File: src/rtl/spi_cfg_regbank_if.sv
// SPI pin bundle between the external host (master) and the configuration
// register bank (slave).
interface spi_cfg_regbank_if;
    logic SPI_SCK;
    logic SPI_CSN;
    logic SPI_MOSI;
    logic SPI_MISO;

    modport master (
        output SPI_SCK,
        output SPI_CSN,
        output SPI_MOSI,
        input  SPI_MISO
    );

    modport slave (
        input  SPI_SCK,
        input  SPI_CSN,
        input  SPI_MOSI,
        output SPI_MISO
    );
endinterface

File: src/rtl/spi_cfg_regbank.sv
// SPI slave feeding a shadow register bank; a load event copies every shadow
// register into the active bank in one cycle so the PLL never sees a half-update.
module spi_cfg_regbank #(
    parameter int                  NREG      = 16,
    parameter logic [16*NREG-1:0]  RST_VAL   = {16*NREG{1'b0}},
    parameter logic [6:0]          LOAD_ADDR = 7'h7F
) (
    input  logic                 CLK,
    input  logic                 RST,
    spi_cfg_regbank_if.slave     spi,
    input  logic                 SPI_CONFIG,
    output logic [16*NREG-1:0]   CFG_BUS,
    output logic                 CFG_UPD,
    output logic [7:0]           ABORT_CNT
);

    localparam int         BW     = 16 * NREG;
    localparam logic [7:0] NREG_W = 8'(NREG);

    typedef enum logic [1:0] {
        ST_IDLE   = 2'd0,
        ST_SHIFT  = 2'd1,
        ST_COMMIT = 2'd2
    } state_t;

    function automatic logic [7:0] sat_inc8(input logic [7:0] v);
        return (v == 8'hFF) ? v : v + 8'h01;
    endfunction

    state_t          state_r, state_s;
    logic            sck_meta_r, sck_sync_r, sck_prev_r;
    logic            csn_meta_r, csn_sync_r, csn_prev_r;
    logic            mosi_meta_r, mosi_sync_r;
    logic [1:0]      vld_r;
    logic            armed_r;
    logic [4:0]      cnt_r;
    logic [23:0]     shift_r;
    logic [15:0]     miso_sr_r;
    logic            miso_r;
    logic [BW-1:0]   shadow_r;
    logic [BW-1:0]   active_r;
    logic            cfg_prev_r;
    logic            load_pend_r;
    logic            upd_arm_r;
    logic            cfg_upd_r;
    logic [7:0]      abort_r;

    logic            sck_rise_s, sck_fall_s, csn_fall_s, csn_rise_s;
    logic [23:0]     shift_next_s;
    logic            frame_w_s;
    logic [6:0]      frame_addr_s;
    logic [15:0]     frame_data_s;
    logic            full_s, commit_s;
    logic            wr_hit_s, load_cmd_s, abort_s;
    logic            rd_latch_s;
    logic [6:0]      rd_addr_s;
    logic [15:0]     rd_data_s;
    logic            cfg_rise_s, load_req_s;

    assign sck_rise_s   = sck_sync_r & ~sck_prev_r;
    assign sck_fall_s   = ~sck_sync_r & sck_prev_r;
    // A CSN already low when reset ends must not look like a frame start.
    assign csn_fall_s   = ~csn_sync_r & csn_prev_r & armed_r;
    assign csn_rise_s   = csn_sync_r & ~csn_prev_r;

    assign shift_next_s = {shift_r[22:0], mosi_sync_r};
    assign frame_w_s    = shift_r[23];
    assign frame_addr_s = shift_r[22:16];
    assign frame_data_s = shift_r[15:0];
    assign commit_s     = (state_r == ST_COMMIT);
    assign full_s       = (cnt_r == 5'd24);
    assign wr_hit_s     = commit_s & full_s & frame_w_s & ({1'b0, frame_addr_s} < NREG_W);
    assign load_cmd_s   = commit_s & full_s & frame_w_s & (frame_addr_s == LOAD_ADDR);
    assign abort_s      = commit_s & ~full_s;

    // The 8th rising edge completes the header: W sits in shift_r[6].
    assign rd_latch_s   = (state_r == ST_SHIFT) & sck_rise_s & (cnt_r == 5'd7) & ~shift_r[6];
    assign rd_addr_s    = {shift_r[5:0], mosi_sync_r};

    assign cfg_rise_s   = SPI_CONFIG & ~cfg_prev_r;
    assign load_req_s   = cfg_rise_s | load_cmd_s;

    // Shadow read mux; out-of-range addresses read as zero.
    always_comb begin
        rd_data_s = 16'h0000;
        for (int k = 0; k < NREG; k++) begin
            rd_data_s = (rd_addr_s == 7'(k)) ? shadow_r[k*16 +: 16] : rd_data_s;
        end
    end

    // Two-stage synchronizers, edge registers and post-reset CSN arming.
    always_ff @(posedge CLK) begin
        if (RST) begin
            sck_meta_r  <= 1'b0;
            sck_sync_r  <= 1'b0;
            sck_prev_r  <= 1'b0;
            csn_meta_r  <= 1'b1;
            csn_sync_r  <= 1'b1;
            csn_prev_r  <= 1'b1;
            mosi_meta_r <= 1'b0;
            mosi_sync_r <= 1'b0;
            vld_r       <= 2'b00;
            armed_r     <= 1'b0;
        end else begin
            sck_meta_r  <= spi.SPI_SCK;
            sck_sync_r  <= sck_meta_r;
            sck_prev_r  <= sck_sync_r;
            csn_meta_r  <= spi.SPI_CSN;
            csn_sync_r  <= csn_meta_r;
            csn_prev_r  <= csn_sync_r;
            mosi_meta_r <= spi.SPI_MOSI;
            mosi_sync_r <= mosi_meta_r;
            vld_r       <= {vld_r[0], 1'b1};
            armed_r     <= armed_r | (vld_r[1] & csn_sync_r);
        end
    end

    // Frame FSM state register.
    always_ff @(posedge CLK) begin
        if (RST) begin
            state_r <= ST_IDLE;
        end else begin
            state_r <= state_s;
        end
    end

    // Frame FSM next-state logic.
    always_comb begin
        state_s = state_r;
        case (state_r)
            ST_IDLE: begin
                if (csn_fall_s) begin
                    state_s = ST_SHIFT;
                end else begin
                    state_s = ST_IDLE;
                end
            end
            ST_SHIFT: begin
                if (csn_rise_s) begin
                    state_s = ST_COMMIT;
                end else begin
                    state_s = ST_SHIFT;
                end
            end
            ST_COMMIT: state_s = ST_IDLE;
            default:   state_s = ST_IDLE;
        endcase
    end

    // Serial shift-in, bit counter and MISO shift-out.
    always_ff @(posedge CLK) begin
        if (RST) begin
            cnt_r     <= 5'd0;
            shift_r   <= 24'h000000;
            miso_sr_r <= 16'h0000;
            miso_r    <= 1'b0;
        end else begin
            if ((state_r == ST_IDLE) && csn_fall_s) begin
                cnt_r     <= 5'd0;
                shift_r   <= 24'h000000;
                miso_sr_r <= 16'h0000;
            end else if ((state_r == ST_SHIFT) && sck_rise_s) begin
                shift_r <= shift_next_s;
                cnt_r   <= (cnt_r == 5'd25) ? cnt_r : cnt_r + 5'd1;
                if (rd_latch_s) begin
                    miso_sr_r <= rd_data_s;
                end
            end else if ((state_r == ST_SHIFT) && sck_fall_s) begin
                miso_sr_r <= {miso_sr_r[14:0], 1'b0};
            end
            if (state_s != ST_SHIFT) begin
                miso_r <= 1'b0;
            end else if ((state_r == ST_SHIFT) && sck_fall_s) begin
                miso_r <= miso_sr_r[15];
            end
        end
    end

    // Shadow bank writes on a complete in-range write frame.
    always_ff @(posedge CLK) begin
        if (RST) begin
            shadow_r <= RST_VAL;
        end else begin
            for (int k = 0; k < NREG; k++) begin
                if (wr_hit_s && (frame_addr_s == 7'(k))) begin
                    shadow_r[k*16 +: 16] <= frame_data_s;
                end
            end
        end
    end

    // Load pipeline: request, atomic copy, then the update pulse.
    always_ff @(posedge CLK) begin
        if (RST) begin
            cfg_prev_r  <= 1'b0;
            load_pend_r <= 1'b0;
            upd_arm_r   <= 1'b0;
            cfg_upd_r   <= 1'b0;
            active_r    <= RST_VAL;
        end else begin
            cfg_prev_r  <= SPI_CONFIG;
            load_pend_r <= load_req_s;
            if (load_pend_r) begin
                active_r <= shadow_r;
            end
            upd_arm_r   <= load_pend_r;
            cfg_upd_r   <= upd_arm_r;
        end
    end

    // Saturating count of frames that were not exactly 24 bits.
    always_ff @(posedge CLK) begin
        if (RST) begin
            abort_r <= 8'h00;
        end else if (abort_s) begin
            abort_r <= sat_inc8(abort_r);
        end
    end

    assign spi.SPI_MISO = miso_r;
    assign CFG_BUS      = active_r;
    assign CFG_UPD      = cfg_upd_r;
    assign ABORT_CNT    = abort_r;

endmodule

File: src/flat_wrapper.sv
// flat-port wrapper written by rule: the top's interface ports become plain ports
module spi_cfg_regbank_flat 
#(
    parameter int                  NREG      = 16,
    parameter logic [16*NREG-1:0]  RST_VAL   = {16*NREG{1'b0}},
    parameter logic [6:0]          LOAD_ADDR = 7'h7F
)
  (CLK, RST, SPI_CONFIG, CFG_BUS, CFG_UPD, ABORT_CNT, spi_SPI_SCK, spi_SPI_CSN, spi_SPI_MOSI, spi_SPI_MISO);
  spi_cfg_regbank_if spi_i ();
  input  logic CLK;
  input  logic RST;
  input  logic SPI_CONFIG;
  output logic [16*NREG-1:0] CFG_BUS;
  output logic CFG_UPD;
  output logic [7:0] ABORT_CNT;
  input wire logic [$bits(spi_i.SPI_SCK)-1:0] spi_SPI_SCK;
  input wire logic [$bits(spi_i.SPI_CSN)-1:0] spi_SPI_CSN;
  input wire logic [$bits(spi_i.SPI_MOSI)-1:0] spi_SPI_MOSI;
  output wire logic [$bits(spi_i.SPI_MISO)-1:0] spi_SPI_MISO;
  assign spi_i.SPI_SCK = spi_SPI_SCK;
  assign spi_i.SPI_CSN = spi_SPI_CSN;
  assign spi_i.SPI_MOSI = spi_SPI_MOSI;
  assign spi_SPI_MISO = spi_i.SPI_MISO;
  spi_cfg_regbank #(.NREG(NREG), .RST_VAL(RST_VAL), .LOAD_ADDR(LOAD_ADDR)) u_core (.CLK(CLK), .RST(RST), .spi(spi_i), .SPI_CONFIG(SPI_CONFIG), .CFG_BUS(CFG_BUS), .CFG_UPD(CFG_UPD), .ABORT_CNT(ABORT_CNT));
endmodule
File: config.mk
export PLATFORM = sky130hd
export DESIGN_NAME = spi_cfg_regbank_flat
export DESIGN_NICKNAME = d
export VERILOG_FILES = /design/src/rtl/spi_cfg_regbank_if.sv /design/src/rtl/spi_cfg_regbank.sv /design/src/flat_wrapper.sv
export SDC_FILE = /design/constraint.sdc
export NUM_CORES = 1
export LEC_CHECK = 0
export ABC_AREA = 1
export CORE_MARGIN = 2
export CORE_UTILIZATION = 55
export DETAILED_ROUTE_END_ITERATION = 10
export PLACE_DENSITY_LB_ADDON = 0.3
export SYNTH_ARGS = -nofsm -noshare
export SYNTH_HDL_FRONTEND = slang
export SYNTH_SLANG_ARGS = --single-unit
File: constraint.sdc
create_clock -name CLK -period 2.2 [get_ports CLK]
set_input_delay 0.33 -clock CLK [delete_from_list [all_inputs] [get_ports CLK]]
set_output_delay 0.33 -clock CLK [all_outputs]
set_load 0.05 [all_outputs]
# After elaboration in Yosys (flattened, before gate mapping)

Index checks and enable logic that the tools add are counted.

Muxes and demuxes: 23
Reductions and logical operators: 28
Magnitude comparators: 1
Equality and inequality tests: 39
Add/sub/neg operators: 2
Bitwise logic cells: 26

Operators with widths:

| operator              | number |
|---|---|
| $mux W16              | 19 |
| $eq A7 B4 Y1 const B  | 16 |
| $eq A7 B3 Y1 const B  | 8 |
| $eq A7 B2 Y1 const B  | 4 |
| $logic_and A1 B1 Y1   | 19 |
| $and A1 B1 Y1         | 15 |
| $eq A7 B1 Y1 const B  | 2 |
| $logic_not A7 Y1      | 2 |
| $eq A5 B5 Y1 const B  | 2 |
| $not A1 Y1            | 9 |
| $add A8 B1 Y8 const B | 1 |
| $eq A8 B8 Y1 const B  | 1 |
| $eq A7 B7 Y1 const B  | 1 |
| $lt A7 B5 Y1 const B  | 1 |
| $reduce_and A2 Y1     | 3 |
| $add A5 B1 Y5 const B | 1 |
| $eq A5 B3 Y1 const B  | 1 |
| $ne A2 B1 Y1 const B  | 2 |
| $pmux W2 S2           | 1 |
| $reduce_or A2 Y1      | 2 |
| $eq A2 B1 Y1 const B  | 1 |
| $eq A2 B2 Y1 const B  | 1 |
| $logic_not A2 Y1      | 1 |
| $mux W1               | 2 |
| 3 further kinds       | 4 |

Output and inout port bits: 266
Word-level logic and storage cells: 157
Bits of input ports: 6
Bits in registers: 583

# Depth between registers and ports, before layout

Word-level depth: 19
Mapped depth: 18

# Worst setup path before layout

Ideal clock, no wire load.

Path kind: flip-flop to flip-flop
From: reg u_core.abort_r[1] (netlist: u_core.ABORT_CNT[1])
To: reg u_core.abort_r[7] (netlist: u_core.ABORT_CNT[7])
Path slack: 219 ps
Buffers on the path: 0
Period minus slack after synthesis: 1,981 ps
Stages on the path, launching flop included: 11
Arrival time: 1,848 ps
Cell sequence: dfxtp_1 ha_1 inv_1 nor4_1 a21oi_1 inv_1 nor2_1 nand3_1 nor2_1 a21oi_1 a211oi_1

Word-level cells in the longest chain between the ends: 3

Ends and longest elaborated chain:

| item                                                                  | RTL line               | RTL |
|---|---|---|
| start, declared                                                       | spi_cfg_regbank.sv:46  | `logic [7:0] abort_r;` |
| start signal, assigned                                                | spi_cfg_regbank.sv:216 | `abort_r <= sat_inc8(abort_r);` |
| parallel branches: the longest is 3 deep, another holds $add A8 B1 Y8 | -                      |  |

Several ways; the timed one is not identified.
A chain may end at the register's enable or synchronous reset.

# Worst setup path after layout

From: reg u_core.shift_r[1]
To: reg u_core.miso_sr_r[13]

Word-level cells in the longest chain between the ends: 19

Ends and longest elaborated chain:

| item                   | RTL line               | RTL |
|---|---|---|
| start, declared        | spi_cfg_regbank.sv:37  | `logic [23:0] shift_r;` |
| start signal, assigned | spi_cfg_regbank.sv:163 | `shift_r <= shift_next_s;` |
| $logic_not A7 Y1       | spi_cfg_regbank.sv:87  | `rd_data_s = (rd_addr_s == 7'(k)) ? shadow_r[k*16 +: 16] : rd_data_s;` |
| $mux W16 (15 in a row) | spi_cfg_regbank.sv:87  |  |
| $mux W16 *             | spi_cfg_regbank.sv:87  |  |
| $mux W16 *             | spi_cfg_regbank.sv:165 | `if (rd_latch_s) begin` |
| $mux W16 *             | spi_cfg_regbank.sv:162 | `end else if ((state_r == ST_SHIFT) && sck_rise_s) begin` |
| end signal, assigned   | spi_cfg_regbank.sv:166 | `miso_sr_r <= rd_data_s;` |
| end signal, assigned   | spi_cfg_regbank.sv:169 | `miso_sr_r <= {miso_sr_r[14:0], 1'b0};` |
| end, declared          | spi_cfg_regbank.sv:38  | `logic [15:0] miso_sr_r;` |

Mark *: on every way between the ends. The rest lies on a longest branch, timed or not. The select of a mux whose other input is x is not followed.

==> impl_metrics.tcl <==
set metrics [dict create \
    rsz0062_at_grt "yes" \
    cts_num_sinks 583 \
    finalHoldViolations 0 \
    cts_buffers 54 \
    switchingPower_uw 5836 \
    io_pins 272 \
    power_leakage_uw 0.01076 \
    sw_frac_of_total_pct 25.24 \
    synth_top_flop_cell "dfxtp_1" \
    htree_levels 2 \
    start_util_pct 55.71 \
    num_rows 73 \
    cts_tree "built" \
    cp-startpoint "u_core.shift_r[1]" \
    clkTransAtPathRegs_ns 0.07 \
    clock_path_buffers 3 \
    grt_use_met1_pct 46.77 \
    violations "setup timing" \
    r2r_slack_ns -0.05 \
    ys_types 35 \
    nFillCells 3124 \
    grt-busiest-layer "met2" \
    yosysTopAreaCell "dfxtp_1" \
    drt-initial-drc-count 2385 \
    fin_skew_ns 0.01254 \
    seq_power_share_pct 47.6 \
    setup_viol 3 \
    hpwl_mm 51.63 \
    grt.total_usage_pct 35.14 \
    avgRoutedWirePerCell_um 20.72 \
    grt_pass1_vias 19740 \
    antennaDiodeCount 0 \
    finalNetCount 3126 \
    slew_headroom_pct 46.43 \
    rr_worst_depth 17 \
    die_h_um 204.6 \
    netlist_area_um2 22130 \
    grtUsageMet3_pct 5.520 \
    firstDrtPassIters 6 \
    maxCapViolations 0 \
    overflow 0 \
    slew_violations 0 \
    synth_cells 2840 \
    crit_fanout 5 \
    postRouteAntennaNets 0 \
    drt_wl_total_mm 76.38 \
    worstSetupStartpointType "flip-flop" \
    netlist.area_leader.share_pct 52.73 \
    cts_hold_buf 0 \
    combinationalPowerShare_pct 9.7 \
    die_w_um 204.6 \
    final-instance-count-excl-fill 3686 \
    end_kind "flip-flop" \
    power.density_nw_per_um2 813.2 \
    drive_gt1_share_pct 11.61 \
    crit_arrival_ns 2.74 \
    fin_crit_ns 2.252 \
    dieArea_um2 41860 \
    portBuffers 271 \
    crit_required_ns 2.69 \
    max_freq_ghz 0.4440 \
    clock_power_share_pct 42.7 \
    clk-insertion-delay-late_ns 0.60 \
    final.setup.worst_slack_ns -0.05214 \
    status "finished, violations left" \
    syn-num-nets 2850 \
    placed_cells 3547 \
    hold_path_class "in -> reg" \
    core_um2 39730 \
    grt_max_degree 155 \
    vias 21270 \
    synth_edf_count 0 \
    vdd_ir_drop_max_mv 0.5480 \
    grt_util_met2_pct 56.47 \
    synth_warnings 0 \
    synth-seq-area-share_pct 52.73 \
    post-route-period-util_pct 102.4 \
    internal_power_uw 17280 \
    grt_pass1_wl_mm 113.8 \
    synth_most_common_cell "dfxtp_1" \
    critPathCapture "u_core.miso_sr_r[13]" \
    worst_pin_slew_ns 0.8035 \
    clock-root-buffer "clkbuf_16" \
    vias_per_cell 5.771 \
    reg2reg_from "u_core.shift_r[1]" \
    synth_async_sr_flop_share_pct 0 \
    synth_seq_cells 583 \
    dp_slack_ns -0.1921 \
    antenna_found_initial 1 \
    synth_common_cells "583 x dfxtp_1, 557 x a21oi_1, 538 x o21ai_0, 310 x inv_1, 225 x nand2_1" \
    r2r_end "u_core.miso_sr_r[13]" \
    crit_type "reg -> reg" \
    synth_area_leaders "dfxtp_1 53%, a21oi_1 13%, o21ai_0 12%" \
    syn_avg_cell_area_um2 7.794 \
    area_growth_pct 28.44 \
    drc 0 \
    routabilityCongestion 0.9626 \
]
==> per-stage QoR <==
stage | utilization (%) | instance area (µm²) | power, µW | hold WS (ns) | TNS [ns]
global route | 71.55 | 28430 | 23720 | 0.2676 | -2.015
finish | 71.55 | 28430 | 23120 | 0.2649 | -0.07500
CTS | 70.25 | 27910 | 23150 | 0.2531 | 0
detailed placement | 64.79 | 25740 | 13460 | 0.3979 | -2.223
floorplan | - | 22130 | 12710 | 0.3883 | 0
global placement | 64.79 | 25740 | 13430 | 0.3931 | -0.7707
==> layout by cell type, fill, tap and decap left out, types with 5 or more instances in the layout <==
| cell | count |
|---|---|
| nand2_4 | 6 |
| inv_1 | 298 |
| clkinv_2 | 9 |
| nor3_2 | 5 |
| nor2_1 | 187 |
| bufinv_16 | 5 |
| clkdlybuf4s50_1 | 267 |
| nand3_1 | 48 |
| nand3_2 | 7 |
| buf_12 | 23 |
| nor2_2 | 11 |
| nand2_1 | 214 |
| a21oi_2 | 7 |
| o21ai_0 | 526 |
| buf_4 | 114 |
| nand4_1 | 37 |
| inv_2 | 20 |
| nand2_2 | 15 |
| dfxtp_1 | 575 |
| clkbuf_8 | 13 |
| a21oi_1 | 550 |
| o21ai_1 | 57 |
| dfxtp_2 | 6 |
| clkinvlp_4 | 10 |
| clkbuf_16 | 61 |
| buf_6 | 12 |
| clkbuf_1 | 12 |
| nor3_1 | 6 |
| nor2_4 | 16 |
==> cell type report <==
cell class	instances	area [µm²]	share of cell area, %
Multi-Input combinational cell	1721	8632	30.36
Timing Repair Buffer	424	4274	15.03
Timing Repair inverter	5	35.03	0.1232
Clock inverter	19	236.5	0.8318
Inverter	327	1257	4.423
Sequential cell	583	11690	41.11
Clock buffer	82	1650	5.805
Tap cell	525	656.9	2.311
==> registers in the layout, indices dropped and copies added, names as in the netlist, 2 cells and up <==
| name | count |
|---|---|
| u_core.ABORT_CNT | 8 |
| u_core.CFG_BUS | 256 |
| u_core.cnt_r | 5 |
| u_core.miso_sr_r | 16 |
| u_core.shadow_r | 256 |
| u_core.shift_r | 24 |
| u_core.state_r | 2 |
| u_core.vld_r | 2 |
==> worst max-delay path: stages (launching register included) <==
cell	delay, ns
dfxtp_2	0.34
inv_2	0.05
nand2_4	0.11
buf_6	0.11
nor2_4	0.04
nand2_2	0.07
buf_6	0.12
nor2_4	0.03
nor3_2	0.20
buf_4	0.16
nand4_1	0.13
nand2_2	0.13
nand4_1	0.12
nor2_1	0.12
buf_4	0.15
nand4_1	0.09
nand2_1	0.10
a21oi_2	0.05
==> layer usage <==
metal  share of wire (%)  up-vias
met4                 4.2        0
met3                 8.8      180
met1                  41    10000
li1                    -    10000
met5                   0        -
met2                  46     1090
==> repair_timing <==
action | 4_1_cts | 5_1_grt
pin swaps | 13 | 27
gates resized for setup | 53 | 74
gates cloned | 4 | 5
setup buffers | 9 | 20
endpoints found under the setup margin | 50 | 176
==> logic make-up (layout without fill, tap and decap cells) <==
logic type / after synthesis / in the layout / synth area share (%)
fa+ha+maj: 4 / 4 / 0.2261
buf+inv: 536 / 857 / 9.655
compound gates: 1146 / 1146 / 25.97
xor+xnor: 2 / 2 / 0.07916
mux: 1 / 1 / 0.05087
simple gates: 568 / 568 / 11.29
flops: 583 / 583 / 52.73
==> worst min-delay path by stage <==
| stage | from | to | depth (start not counted) |
|---|---|---|---|
| finish | spi_SPI_MOSI | u_core.mosi_meta_r | 3 |
| floorplan | u_core.upd_arm_r | u_core.CFG_UPD | 2 |
| CTS | spi_SPI_MOSI | u_core.mosi_meta_r | 3 |
| detailed placement | u_core.sck_meta_r | u_core.sck_sync_r | 2 |
| global route | spi_SPI_MOSI | u_core.mosi_meta_r | 3 |
| global placement | u_core.vld_r[0] | u_core.vld_r[1] | 2 |
==> power groups by stage <==
stage / Combinational [µW] / Clock [µW] / Sequential (µW)
CTS: 2240 / 9900 / 11000
detailed placement: 2230 / 0 / 11200
floorplan: 565 / 0 / 12100
global placement: 2200 / 0 / 11200
finish: 2250 / 9870 / 11000
global route: 2390 / 10300 / 11000
No activity file was read; power rests on OpenSTA's default activity.
